<file path="config.mk">
export PLATFORM = sky130hd
export DESIGN_NAME = axis_upsizer
export DESIGN_NICKNAME = d
export VERILOG_FILES = /design/src/rtl/axis_upsizer_pkg.sv /design/src/rtl/axis_upsizer_outreg.sv /design/src/rtl/axis_upsizer.sv
export SDC_FILE = /design/constraint.sdc
export NUM_CORES = 1
export LEC_CHECK = 0
export BUFFER_PORTS_ARGS = -buffer_cell sky130_fd_sc_hd__buf_4
export CORE_MARGIN = 3
export CORE_UTILIZATION = 47
export DETAILED_ROUTE_END_ITERATION = 8
export PLACE_DENSITY = 0.71
export SLEW_MARGIN = 10
export SYNTH_ARGS = -nofsm -noshare
export SYNTH_HDL_FRONTEND = slang
export SYNTH_SLANG_ARGS = --single-unit
</file>
<file path="constraint.sdc">
create_clock -name AXIS_ACLK -period 4 [get_ports AXIS_ACLK]
set_input_delay 0.4 -clock AXIS_ACLK [delete_from_list [all_inputs] [get_ports AXIS_ACLK]]
set_output_delay 0.4 -clock AXIS_ACLK [all_outputs]
set_load 0.02 [all_outputs]
</file>
<file path="src/rtl/axis_upsizer_pkg.sv">
// Shared helpers for the AXI-Stream upsizer: lane-index sizing and byte-lane keep masks.
package axis_upsizer_pkg;

  // Upper bound on master byte lanes; callers truncate with a size cast.
  localparam int KEEP_MAX = 1024;

  function automatic int lane_idx_width(input int ratio);
    return ($clog2(ratio) > 1) ? $clog2(ratio) : 1;
  endfunction

  function automatic logic [KEEP_MAX-1:0] keep_mask(input int idx, input int ratio,
                                                   input int sdw);
    logic [KEEP_MAX-1:0] m;
    m = '0;
    for (int b = 0; b < KEEP_MAX; b++) begin
      if ((b < (idx + 1) * (sdw / 8)) && (b < ratio * (sdw / 8))) m[b] = 1'b1;
    end
    return m;
  endfunction

endpackage

</file>
<file path="src/rtl/axis_upsizer_outreg.sv">
// Single-entry valid/ready output register carrying an opaque payload.
// Handshake: upstream may load only while accept=1 (accept = !valid | ready); a word
// transfers downstream when valid & ready; a load in the draining cycle replaces it.
module axis_upsizer_outreg #(
  parameter int PW = 8
) (
  input  logic          clk,
  input  logic          rst,
  input  logic          load,
  input  logic [PW-1:0] load_payload,
  input  logic          ready,
  output logic          valid,
  output logic [PW-1:0] payload,
  output logic          accept
);

  assign accept = !valid || ready;

  always_ff @(posedge clk) begin
    if (rst) begin
      valid   <= 1'b0;
      payload <= '0;
    end else if (load) begin
      valid   <= 1'b1;
      payload <= load_payload;
    end else if (ready) begin
      valid <= 1'b0;
    end
  end

endmodule

</file>
<file path="src/rtl/axis_upsizer.sv">
// AXI-Stream width upsizer: packs RATIO slave beats into one master beat, lane 0 in LSBs.
// Optional byte-lane M_AXIS_TKEEP is enabled by defining AXIS_UPSIZER_TKEEP_EN.
module axis_upsizer
  import axis_upsizer_pkg::*;
#(
  parameter int S_DATA_WIDTH = 32,
  parameter int RATIO        = 2,
  parameter int USER_WIDTH   = 32
) (
  input  logic                          AXIS_ACLK,
  input  logic                          AXIS_ARESET,
  input  logic [S_DATA_WIDTH-1:0]       S_AXIS_TDATA,
  input  logic                          S_AXIS_TVALID,
  input  logic                          S_AXIS_TLAST,
  output logic                          S_AXIS_TREADY,
  output logic [RATIO*S_DATA_WIDTH-1:0] M_AXIS_TDATA,
  output logic                          M_AXIS_TVALID,
  output logic                          M_AXIS_TLAST,
  output logic [USER_WIDTH-1:0]         M_AXIS_TUSER,
`ifdef AXIS_UPSIZER_TKEEP_EN
  output logic [RATIO*S_DATA_WIDTH/8-1:0] M_AXIS_TKEEP,
`endif
  input  logic                          M_AXIS_TREADY,
  input  logic [USER_WIDTH-1:0]         SRCDEST
);

  localparam int SW = S_DATA_WIDTH;
  localparam int MW = RATIO * SW;
  localparam int IW = lane_idx_width(RATIO);
`ifdef AXIS_UPSIZER_TKEEP_EN
  localparam int KW = MW / 8;
  localparam int PW = KW + USER_WIDTH + 1 + MW;
`else
  localparam int PW = USER_WIDTH + 1 + MW;
`endif

  logic [IW-1:0]         idx;
  logic                  sop;
  logic [MW-1:0]         acc;
  logic [USER_WIDTH-1:0] pend_user;
  logic                  s_xfr;
  logic                  complete;
  logic [MW-1:0]         word;
  logic [USER_WIDTH-1:0] user_now;
  logic [PW-1:0]         payload_in;
  logic [PW-1:0]         payload;

  assign s_xfr    = S_AXIS_TVALID && S_AXIS_TREADY;
  assign complete = s_xfr && ((idx == IW'(RATIO - 1)) || S_AXIS_TLAST);
  // A packet's first beat may also complete it, so bypass the pending register then.
  assign user_now = sop ? SRCDEST : pend_user;

  always_comb begin
    word = '0;
    for (int i = 0; i < RATIO; i++) begin
      if (IW'(i) < idx) word[i*SW +: SW] = acc[i*SW +: SW];
      else if (IW'(i) == idx) word[i*SW +: SW] = S_AXIS_TDATA;
    end
  end

`ifdef AXIS_UPSIZER_TKEEP_EN
  logic [KW-1:0] keep;
  assign keep       = KW'(keep_mask(int'(idx), RATIO, SW));
  assign payload_in = {keep, user_now, S_AXIS_TLAST, word};
  assign {M_AXIS_TKEEP, M_AXIS_TUSER, M_AXIS_TLAST, M_AXIS_TDATA} = payload;
`else
  assign payload_in = {user_now, S_AXIS_TLAST, word};
  assign {M_AXIS_TUSER, M_AXIS_TLAST, M_AXIS_TDATA} = payload;
`endif

  always_ff @(posedge AXIS_ACLK) begin
    if (AXIS_ARESET) begin
      idx       <= '0;
      sop       <= 1'b1;
      acc       <= '0;
      pend_user <= '0;
    end else if (s_xfr) begin
      if (sop) pend_user <= SRCDEST;
      sop <= S_AXIS_TLAST;
      if (complete) begin
        acc <= '0;
        idx <= '0;
      end else begin
        for (int i = 0; i < RATIO - 1; i++) begin
          if (idx == IW'(i)) acc[i*SW +: SW] <= S_AXIS_TDATA;
        end
        idx <= idx + 1'b1;
      end
    end
  end

  axis_upsizer_outreg #(
    .PW(PW)
  ) u_outreg (
    .clk         (AXIS_ACLK),
    .rst         (AXIS_ARESET),
    .load        (complete),
    .load_payload(payload_in),
    .ready       (M_AXIS_TREADY),
    .valid       (M_AXIS_TVALID),
    .payload     (payload),
    .accept      (S_AXIS_TREADY)
  );

endmodule

</file>
## After elaboration in Yosys (flattened, before gate mapping)

Index checks and enable logic that the tools add are counted.

| storage, ports and cells | value |
|---|---|
| register bits after elaboration | 164 |
| input bits | 69 |

| operators by class | value |
|---|---|
| add/sub/neg operators | 1 |
| $lt $le $gt $ge | 2 |
| equal/unequal tests | 1 |
| mux-type cells | 10 |
| reduce and logical (&&, ||, !) cells | 7 |

Operator list:

| operator | count |
|---|---|
| 32-bit two-way mux | 7 |
| 1-bit two-way mux | 3 |
| 1-bit logical AND | 2 |
| 1-bit logical OR | 2 |
| 1-bit < comparator, first input constant | 2 |
| 2-bit by 1-bit != test with 1-bit output, second input constant | 1 |
| 2-bit AND reduction | 1 |
| 2-bit nonzero test | 1 |
| 1-bit adder, second input constant | 1 |
| 1-bit logical NOT | 1 |

## Depth between registers and ports, before layout

Gate-level depths: netlist (run 1).

| logic depth | value |
|---|---|
| word-level depth | 6 |
| mapped depth | 6 |

## Cells and area by module

From an unflattened synthesis (run 1), not the netlist that was laid out.

| second synthesis, totals | value |
|---|---|
| cells, all modules | 621 |
| area total of the unflattened synthesis | 6967.9 um^2 |

Modules (own cells, without submodules):

| module | times used | cells each | area an instance (um^2) | sequential area each (um^2) |
|---|---|---|---|---|
| axis_upsizer | 1 | 304 | 3507.1 | 1321.3 |
| axis_upsizer_outreg | 1 | 317 | 3460.8 | 1961.9 |

## Worst setup path before layout (run 1)

OpenSTA, ideal clock, no wires.

| path | value |
|---|---|
| kind | flip-flop to flip-flop |
| start point | register u_outreg.valid |
| end point | register pend_user[10] |
| arrival time | 1368 ps |
| slack | 2516 ps |
| stages on the path, launching flop included | 7 |
| buffers on the path | 2 |
| period minus slack after synthesis | 1484 ps |
| cell sequence | dfxtp_1 -> nor2b_4 -> inv_4 -> and3_1 -> buf_2 -> buf_6 -> a31o_2 |

| on the way | value |
|---|---|
| word-level cells in the longest chain between the ends | 3 |

RTL lines:

| item | RTL line | RTL |
|---|---|---|
| from (decl) | axis_upsizer_outreg.sv:12 | `output logic valid,` |
| from (signal assigned) | axis_upsizer_outreg.sv:21 | `valid <= 1'b0;` |
| from (signal assigned) | axis_upsizer_outreg.sv:24 | `valid <= 1'b1;` |
| from (signal assigned) | axis_upsizer_outreg.sv:27 | `valid <= 1'b0;` |
| 1-bit logical NOT | axis_upsizer_outreg.sv:17 | `assign accept = !valid \|\| ready;` |
| 1-bit logical OR | axis_upsizer_outreg.sv:17 |  |
| 1-bit logical AND | axis_upsizer.sv:48 | `assign s_xfr = S_AXIS_TVALID && S_AXIS_TREADY;` |
| to (signal assigned) | axis_upsizer.sv:76 | `pend_user <= '0;` |
| to (signal assigned) | axis_upsizer.sv:78 | `if (sop) pend_user <= SRCDEST;` |
| to (decl) | axis_upsizer.sv:40 | `logic [USER_WIDTH-1:0] pend_user;` |

Every way passes these cells.
A chain may end at the register's enable or synchronous reset.

## Worst setup path in the final report (run 1)

| path | value |
|---|---|
| start point | register idx |
| end point | register u_outreg.payload[41] |

| on the way | value |
|---|---|
| word-level cells in the longest chain between the ends | 2 |

RTL lines:

| item | RTL line | RTL |
|---|---|---|
| from (decl) | axis_upsizer.sv:37 | `logic [IW-1:0] idx;` |
| from (signal assigned) | axis_upsizer.sv:87 | `idx <= idx + 1'b1;` |
| 32-bit two-way mux (tied with other cells) | axis_upsizer.sv:57 | `else if (IW'(i) == idx) word[i*SW +: SW] = S_AXIS_TDATA;` |
| 32-bit two-way mux or 1-bit logical AND (tied branches) | axis_upsizer.sv:56, axis_upsizer.sv:49 |  |
| to (signal assigned) | axis_upsizer_outreg.sv:25 | `payload <= load_payload;` |
| to (decl) | axis_upsizer_outreg.sv:13 | `output logic [PW-1:0] payload,` |

Several ways; a longest one is shown, not always the timed one.

==> results of run 1 <==
[metrics by stage]
stage	std cells	hold slack (ps)	total power [mW]	utilization, %
2_1_floorplan	766	446.0	2.318	-
3_3_place_gp	1024	453.9	2.530	55.78
3_5_place_dp	1024	465.5	2.558	55.78
4_1_cts	1056	182.6	4.083	59.54
5_1_grt	1056	186.1	4.229	59.55
6_report	1056	198.8	4.063	59.55
[state kept, by name, summed over array words and instances, names as in the netlist]
name	count
u_outreg.valid	1
pend_user	32
acc	32
sop	1
u_outreg.payload	97
idx	1
[Yosys cell counts]
master and instances:
nor2b_4 1, a311oi_1 32, inv_2 2, nor4_1 64, nor3_1 64, o31ai_1 1, nor2_1 1, inv_1 32
nand4_1 1, o31ai_2 1, o21ai_0 33, buf_2 50, buf_6 16, a31oi_4 1, nor2_2 1, a31oi_1 64
nor4_4 1, and3_1 1, clkbuf_1 30, buf_4 6, a22o_1 32, a31o_2 32, inv_4 2, or2_4 1
mux2_2 64, a21oi_1 35, nand3_1 34, dfxtp_1 164
[worst register-to-register path: stages, from the launching register on]
cell     delay (ps)
dfxtp_2         940
or2_4           830
a31oi_4         520
a22o_1          430
[power by group through the flow]
stage | logic, mW | clock network (mW) | registers, mW
2_1_floorplan | 0.412 | 0 | 1.91
3_3_place_gp | 0.679 | 0 | 1.85
3_5_place_dp | 0.702 | 0 | 1.86
4_1_cts | 0.704 | 1.56 | 1.82
5_1_grt | 0.765 | 1.63 | 1.83
6_report | 0.707 | 1.53 | 1.82
[routing by layer]
| layer | up-vias | share of wire [%] |
|---|---|---|
| met5 | - | 0 |
| met3 | 35 | 7.5 |
| met1 | 3246 | 42 |
| met4 | 0 | 2.0 |
| met2 | 319 | 49 |
| li1 | 3123 | - |
[worst max path at each step]
| stage | from | end | slack [ps] | cells after the start |
|---|---|---|---|---|
| floorplan | u_outreg.valid$_SDFFE_PP0P_ | pend_user[10]$_SDFFE_PP0P_ | 2520 | 6 |
| global placement | S_AXIS_TVALID | u_outreg.payload[51]$_SDFFE_PP0P_ | 1320 | 4 |
| detailed placement | S_AXIS_TVALID | u_outreg.payload[56]$_SDFFE_PP0P_ | 1220 | 4 |
| CTS | idx$_SDFFE_PP0P_ | u_outreg.payload[49]$_SDFFE_PP0P_ | 1220 | 3 |
| global route | idx$_SDFFE_PP0P_ | u_outreg.payload[37]$_SDFFE_PP0P_ | 1030 | 3 |
| finish | idx$_SDFFE_PP0P_ | u_outreg.payload[41]$_SDFFE_PP0P_ | 1180 | 3 |
[cells by family (layout without fill, tap and decap cells)]
group                  after synthesis  count (layout)  synth area share, %
AO/OA/AOI/OAI                      231             231                22.19
buffers and inverters              138             244                9.959
flip-flops                         164             164                44.90
multiplexers                        64              64                9.856
AND/OR/NAND/NOR                    169             169                13.09
[area by class of cell]
| type | count | area (µm²) | area share [%] |
|---|---|---|---|
| Tap cell | 184 | 230.2 | 2.601 |
| Clock buffer | 18 | 439.2 | 4.962 |
| Sequential cell | 164 | 3286 | 37.12 |
| Clock inverter | 14 | 118.9 | 1.343 |
| Inverter | 36 | 140.1 | 1.583 |
| Multi-Input combinational cell | 464 | 3316 | 37.46 |
| Timing Repair Buffer | 176 | 1321 | 14.93 |
==> summary.md, run 1 <==
| Metric | Value |
|---|---|
| Hold EP | `u_outreg.payload[61]$_SDFFE_PP0P_` |
| Drt drc | `0` |
| Hold-fix buffers, CTS | `0` |
| Top delay family on crit path | `flip-flops` |
| Clock latency on the worst-skew pair | `430 ps` |
| DRT Pass-1 Iters | `5` |
| Initial antenna violation count | `0` |
| Hold Path Origin | `S_AXIS_TDATA[29]` |
| Mapped Cells | `766` |
| Critical R2R Capture | `u_outreg.payload[41]$_SDFFE_PP0P_` |
| Fin nets | `~930` |
| Total Neg Setup Slack | `0 ps` |
| Die area | `around 17,000 µm²` |
| CTS tree | `yes` |
| Port Buffers | `167` |
| Highest-count cells in the layout ignoring fill and taps | `176 x buf_4, 162 x dfxtp_1` |
| Crit path kind | `flip-flop to flip-flop` |
| Die W | `130.7 µm` |
| Sw power | `1.189 mW` |
| Worst VDD drop | `about 330 µV` |
| Max Freq | `approximately 350 MHz` |
| Critical R2R Launch | `idx$_SDFFE_PP0P_` |
| Slowest cell on crit path | `dfxtp_2` |
| Top Usage Layer GRT | `met2` |
| Area share of the largest cell type after synthesis | `44.90%` |
| Most common cell after layout, fill and taps aside | `buf_4` |
| Core Rows | `44` |
| Pwr per Cell Area | `approximately 460 nW/µm²` |
| Switching share of power | `~29%` |
| Largest cells by area after synthesis | `dfxtp_1 45%, mux2_2 9.9%, a31oi_1 5.5%, nor4_1 5.5%, nor3_1 4.4%` |
| Crit path time final | `around 2800 ps` |
| Clock Path Buffers | `2` |
| Fin crit share | `between 70% and 80%` |
| Yosys warning count | `0` |
| Crit path DAT | `about 3100 ps` |
| Antenna-violating nets left | `0` |
| GR Overflow Total | `0` |
| Met1 GRT Util | `between 30 and 40%` |
| Max-cap violations | `0` |
| Die Height | `between 100 and 150 µm` |
| Sequential element share of the synthesized area | `around 45%` |
| Leak | `about 3.4 nW` |
| CP bufs+invs | `0` |
| Wire length per cell | `19.70 µm` |
| Unrepaired setup endpoints after global routing | `no` |
| Slew @ Worst Pin | `slightly above 1000 ps` |
| Setup crit end kind | `flip-flop` |
| Setup WS post-layout | `~1200 ps` |
| Sequential share of power | `44.9%` |
| Setup repair bufs after CTS | `0` |
| WHS Path Cells | `2` |
| Gpl congestion | `between 0.7 and 0.8` |
| R2r setup slk | `1180 ps` |
| Combinational power share | `between 10% and 20%` |
| HP Class | `input pin to flip-flop` |
| Skew final | `around 6.8 ps` |
| DR vias | `just under 7,000` |
| Syn Std Cell Area | `between 7000 and 8000 µm²` |
| Clock sinks | `around 160` |
| Area leader, netlist | `dfxtp_1` |
| Area growth, synth to finish | `21.05%` |
| Vias in the first global route | `~6,500` |
| # fillers | `~1,300` |
| Internal Pwr Total | `~2.9 mW` |
| R2R cell count | `3` |
| CTS H-tree lvls | `4` |
| Rel. slew slack | `a little under a third` |
| Met2 Track Usage GR | `a little under two fifths` |
| DP HPWL | `about 12,000 µm` |
| Initial Util | `around half` |
| Pre-CTS setup slack | `~1200 ps` |
| Status | `finished clean` |
| Syn_nets | `835` |
| Fraction of layout cells with a size suffix above 1 | `a little over a third` |
| Initial drt markers | `587` |
| Clk slew on worst S/H paths | `70 ps` |
| First-pass GRT wire length | `around 33,000 µm` |
| Vias per cell | `~6.4` |
| Setup violations, final | `0` |
| Max incr delay on CP | `940 ps` |
| Worst setup SP type | `flip-flop` |
| Placed Instance Area | `around 8300 µm²` |
| Clk root buf | `clkbuf_16` |
| Routed WL | `~21,000 µm` |
| Worst-path cell chain | `or2_4, a31oi_4, a22o_1` |
| Post-CTS sizing | `0` |
| Synth cell types | `28` |
| Ports | `~170` |
| Max Slew Vio Count | `0` |
| M3 GR Usage | `5.569%` |
| Antenna Cells | `0` |
| Worst EP required | `around 4300 ps` |
| Clk pwr share | `between 30% and 40%` |
| Overall routing resource usage | `about a quarter` |
| Core area | `14,860 µm²` |
| Clock buffer count from CTS | `17` |
| Maximum fanout along the worst path | `between 60 and 70` |
| Seq cells post-synth | `~160` |
| Largest net degree at the start of global routing | `100` |
| Design area | `8851 µm²` |
| Synth Area per Inst | `about 9.5 µm²` |
| Hold Vio Cnt, Final | `0` |
Power figures use the tool's default switching activity.
==> run 2: changes to the inputs <==
==> constraint.sdc (replaced) <==
create_clock -name AXIS_ACLK -period 2.94 [get_ports AXIS_ACLK]
set_input_delay 0.294 -clock AXIS_ACLK [delete_from_list [all_inputs] [get_ports AXIS_ACLK]]
set_output_delay 0.294 -clock AXIS_ACLK [all_outputs]
set_load 0.02 [all_outputs]
==> run 2 against run 1 <==
Clock skew shrank 0.92 ps. Sequential share of layout area shrank 0.80 points. Sequential cell count is the same. Core utilization grew 1.3 points. Clock-buffer cell count grew 4. Largest cell class unchanged.
==> summary.md, run 2 (synthesis results as in run 1) <==
| Metric | Value |
|---|---|
| Vias per cell | `6.275 (-1.4%)` |
| Antenna Cells | `0 (unchanged)` |
| HP Class | `input pin to flip-flop` |
| Setup crit end kind | `flip-flop` |
| Status | `finished clean` |
| Rel. slew slack | `35.96% (+4.3 points)` |
| Worst EP required | `3300 ps (-1020 ps)` |
| Initial antenna violation count | `0 (unchanged)` |
| WHS | `101.1 ps (-97.64 ps)` |
| Slowest cell on crit path | `a31oi_4` |
| M3 GR Usage | `6.423% (+0.85 points)` |
| Met2 Track Usage GR | `40.47% (+2.1 points)` |
| Total Neg Setup Slack | `0 ps (unchanged)` |
| Fraction of layout cells with a size suffix above 1 | `36.63% (+0.28 points)` |
| Setup WS post-layout | `990.4 ps (-188.3 ps)` |
| Crit path time final | `1950 ps (-871.7 ps)` |
| Clk slew on worst S/H paths | `60 ps (about the same)` |
| Fin cells | `1,063 (+0.66%)` |
| Clock Path Buffers | `2 (unchanged)` |
| Leak | `3.542 nW (+3.3%)` |
| CTS H-tree lvls | `4 (unchanged)` |
| First-pass GRT wire length | `33,150 µm (unchanged)` |
| Initial Util | `49.19% (unchanged)` |
| Gpl congestion | `0.7819 (+2.6%)` |
| Max Slew Vio Count | `0 (unchanged)` |
| Pre-CTS setup slack | `929.4 ps (-292.5 ps)` |
| Ports | `168 (unchanged)` |
| Vias in the first global route | `6,448 (-0.28%)` |
| Crit path DAT | `2310 ps (-830 ps)` |
| # fillers | `1,237 (-1.7%)` |
| Skew final | `5.887 ps (-0.9238 ps)` |
| Max incr delay on CP | `830 ps (-110 ps)` |
| Wire length per cell | `19.74 µm (+0.22%)` |
| Worst-path cell chain | `nor2b_4, inv_4, a31oi_4, a22o_1` |
| Core Rows | `44 (unchanged)` |
| DR vias | `6,670 (-0.79%)` |
| Max reg flops | `97 (unchanged)` |
| Biggest regs | `u_outreg.payload: 97 flops, acc: 32 flops, pend_user: 32 flops` |
| Clock latency on the worst-skew pair | `420 ps (about the same)` |
| Maximum fanout along the worst path | `42 (-36%)` |
| Met1 GRT Util | `30.33% (-1.8 points)` |
| Routed WL | `20,980 µm (+0.88%)` |
| Max Freq | `512.9 MHz (+45%)` |
| Hold Vio Cnt, Final | `0 (unchanged)` |
| Slew @ Worst Pin | `960.7 ps (-64.79 ps)` |
| Total Power | `5.998 mW (+48%)` |
| Most common cell after layout, fill and taps aside | `buf_4` |
| Overall routing resource usage | `24.14% (about the same)` |
| Setup violations, final | `0 (unchanged)` |
| Clk root buf | `clkbuf_16` |
| Top delay family on crit path | `compound AO/OA/AOI/OAI gates` |
| Core Util, Final | `60.86% (+1.3 points)` |
| Placed Instance Area | `8364 µm² (+0.88%)` |
| Die Height | `130.7 µm (unchanged)` |
| DRT Pass-1 Iters | `5 (unchanged)` |
| CP bufs+invs | `1 (+1)` |
| Pwr per Cell Area | `663.1 nW/µm² (+44%)` |
| Initial drt markers | `635 (+8.2%)` |
| Largest net degree at the start of global routing | `85 (-15%)` |
| Antenna-violating nets left | `0 (unchanged)` |
| Design area | `9046 µm² (+2.2%)` |
| Highest-count cells in the layout ignoring fill and taps | `183 x buf_4, 162 x dfxtp_1` |
| GR Overflow Total | `0 (unchanged)` |
| Largest register by flop count | `u_outreg.payload` |
| Drt drc | `0 (unchanged)` |
| Fin nets | `936 (+0.86%)` |
| Crit path kind | `flip-flop to flip-flop` |
| Setup repair bufs after CTS | `0 (unchanged)` |
| Max-cap violations | `0 (unchanged)` |
| Area growth, synth to finish | `23.72%` |
| CTS tree | `yes` |
| Worst VDD drop | `504.7 µV (+53%)` |
| Clock sinks | `164 (unchanged)` |
| Unrepaired setup endpoints after global routing | `no` |
| Port Buffers | `167 (unchanged)` |
| Clock buffer count from CTS | `17 (unchanged)` |
| Top Usage Layer GRT | `met2` |
| Die area | `17,090 µm² (unchanged)` |
| Post-CTS sizing | `0 (unchanged)` |
| Hold-fix buffers, CTS | `0 (unchanged)` |
| Worst setup SP type | `flip-flop` |
| Core area | `14,860 µm² (unchanged)` |
| Placed Cells | `1,032 (+0.78%)` |
| DP HPWL | `12,900 µm (+3.2%)` |
| Die W | `130.7 µm (unchanged)` |
| Fin crit share | `66.31% (-4.2 points)` |
## run 2: per-layer routing
layer / vias up / wire length, µm
met5: - / 0
met2: 266 / 10350
met1: 3243 / 8660
met3: 28 / 1576
li1: 3133 / -
met4: 0 / 392
## run 2: path summary, 6_finish.rpt
path	startpoint	endpoint	slack (ps)	cells after the start
worst min register to register	acc[4]$_SDFFE_PP0P_	acc[4]$_SDFFE_PP0P_	470	2
worst min-delay path	S_AXIS_TDATA[28]	u_outreg.payload[60]$_SDFFE_PP0P_	100	2
worst max register to register	u_outreg.valid$_SDFFE_PP0P_	u_outreg.payload[51]$_SDFFE_PP0P_	990	4
worst max-delay path	u_outreg.valid$_SDFFE_PP0P_	u_outreg.payload[51]$_SDFFE_PP0P_	990	4
## run 2: area by class of cell
type | instances | area, µm² | share of cell area (%)
repair buffers | 184 | 1394 | 15.41
flip-flops and latches | 164 | 3286 | 36.32
multi-input cells | 464 | 3314 | 36.64
clock inverters | 9 | 197.7 | 2.185
well taps | 184 | 230.2 | 2.545
clock buffers | 22 | 484.2 | 5.353
inverters | 36 | 140.1 | 1.549
## run 2: power breakdown
group | internal [mW] | total (mW) | switching (mW) | leakage [nW]
Combinational | 0.423 | 0.986 | 0.563 | 1.86
Clock | 1.68 | 2.55 | 0.870 | 0.332
Sequential | 2.37 | 2.46 | 0.0926 | 1.35
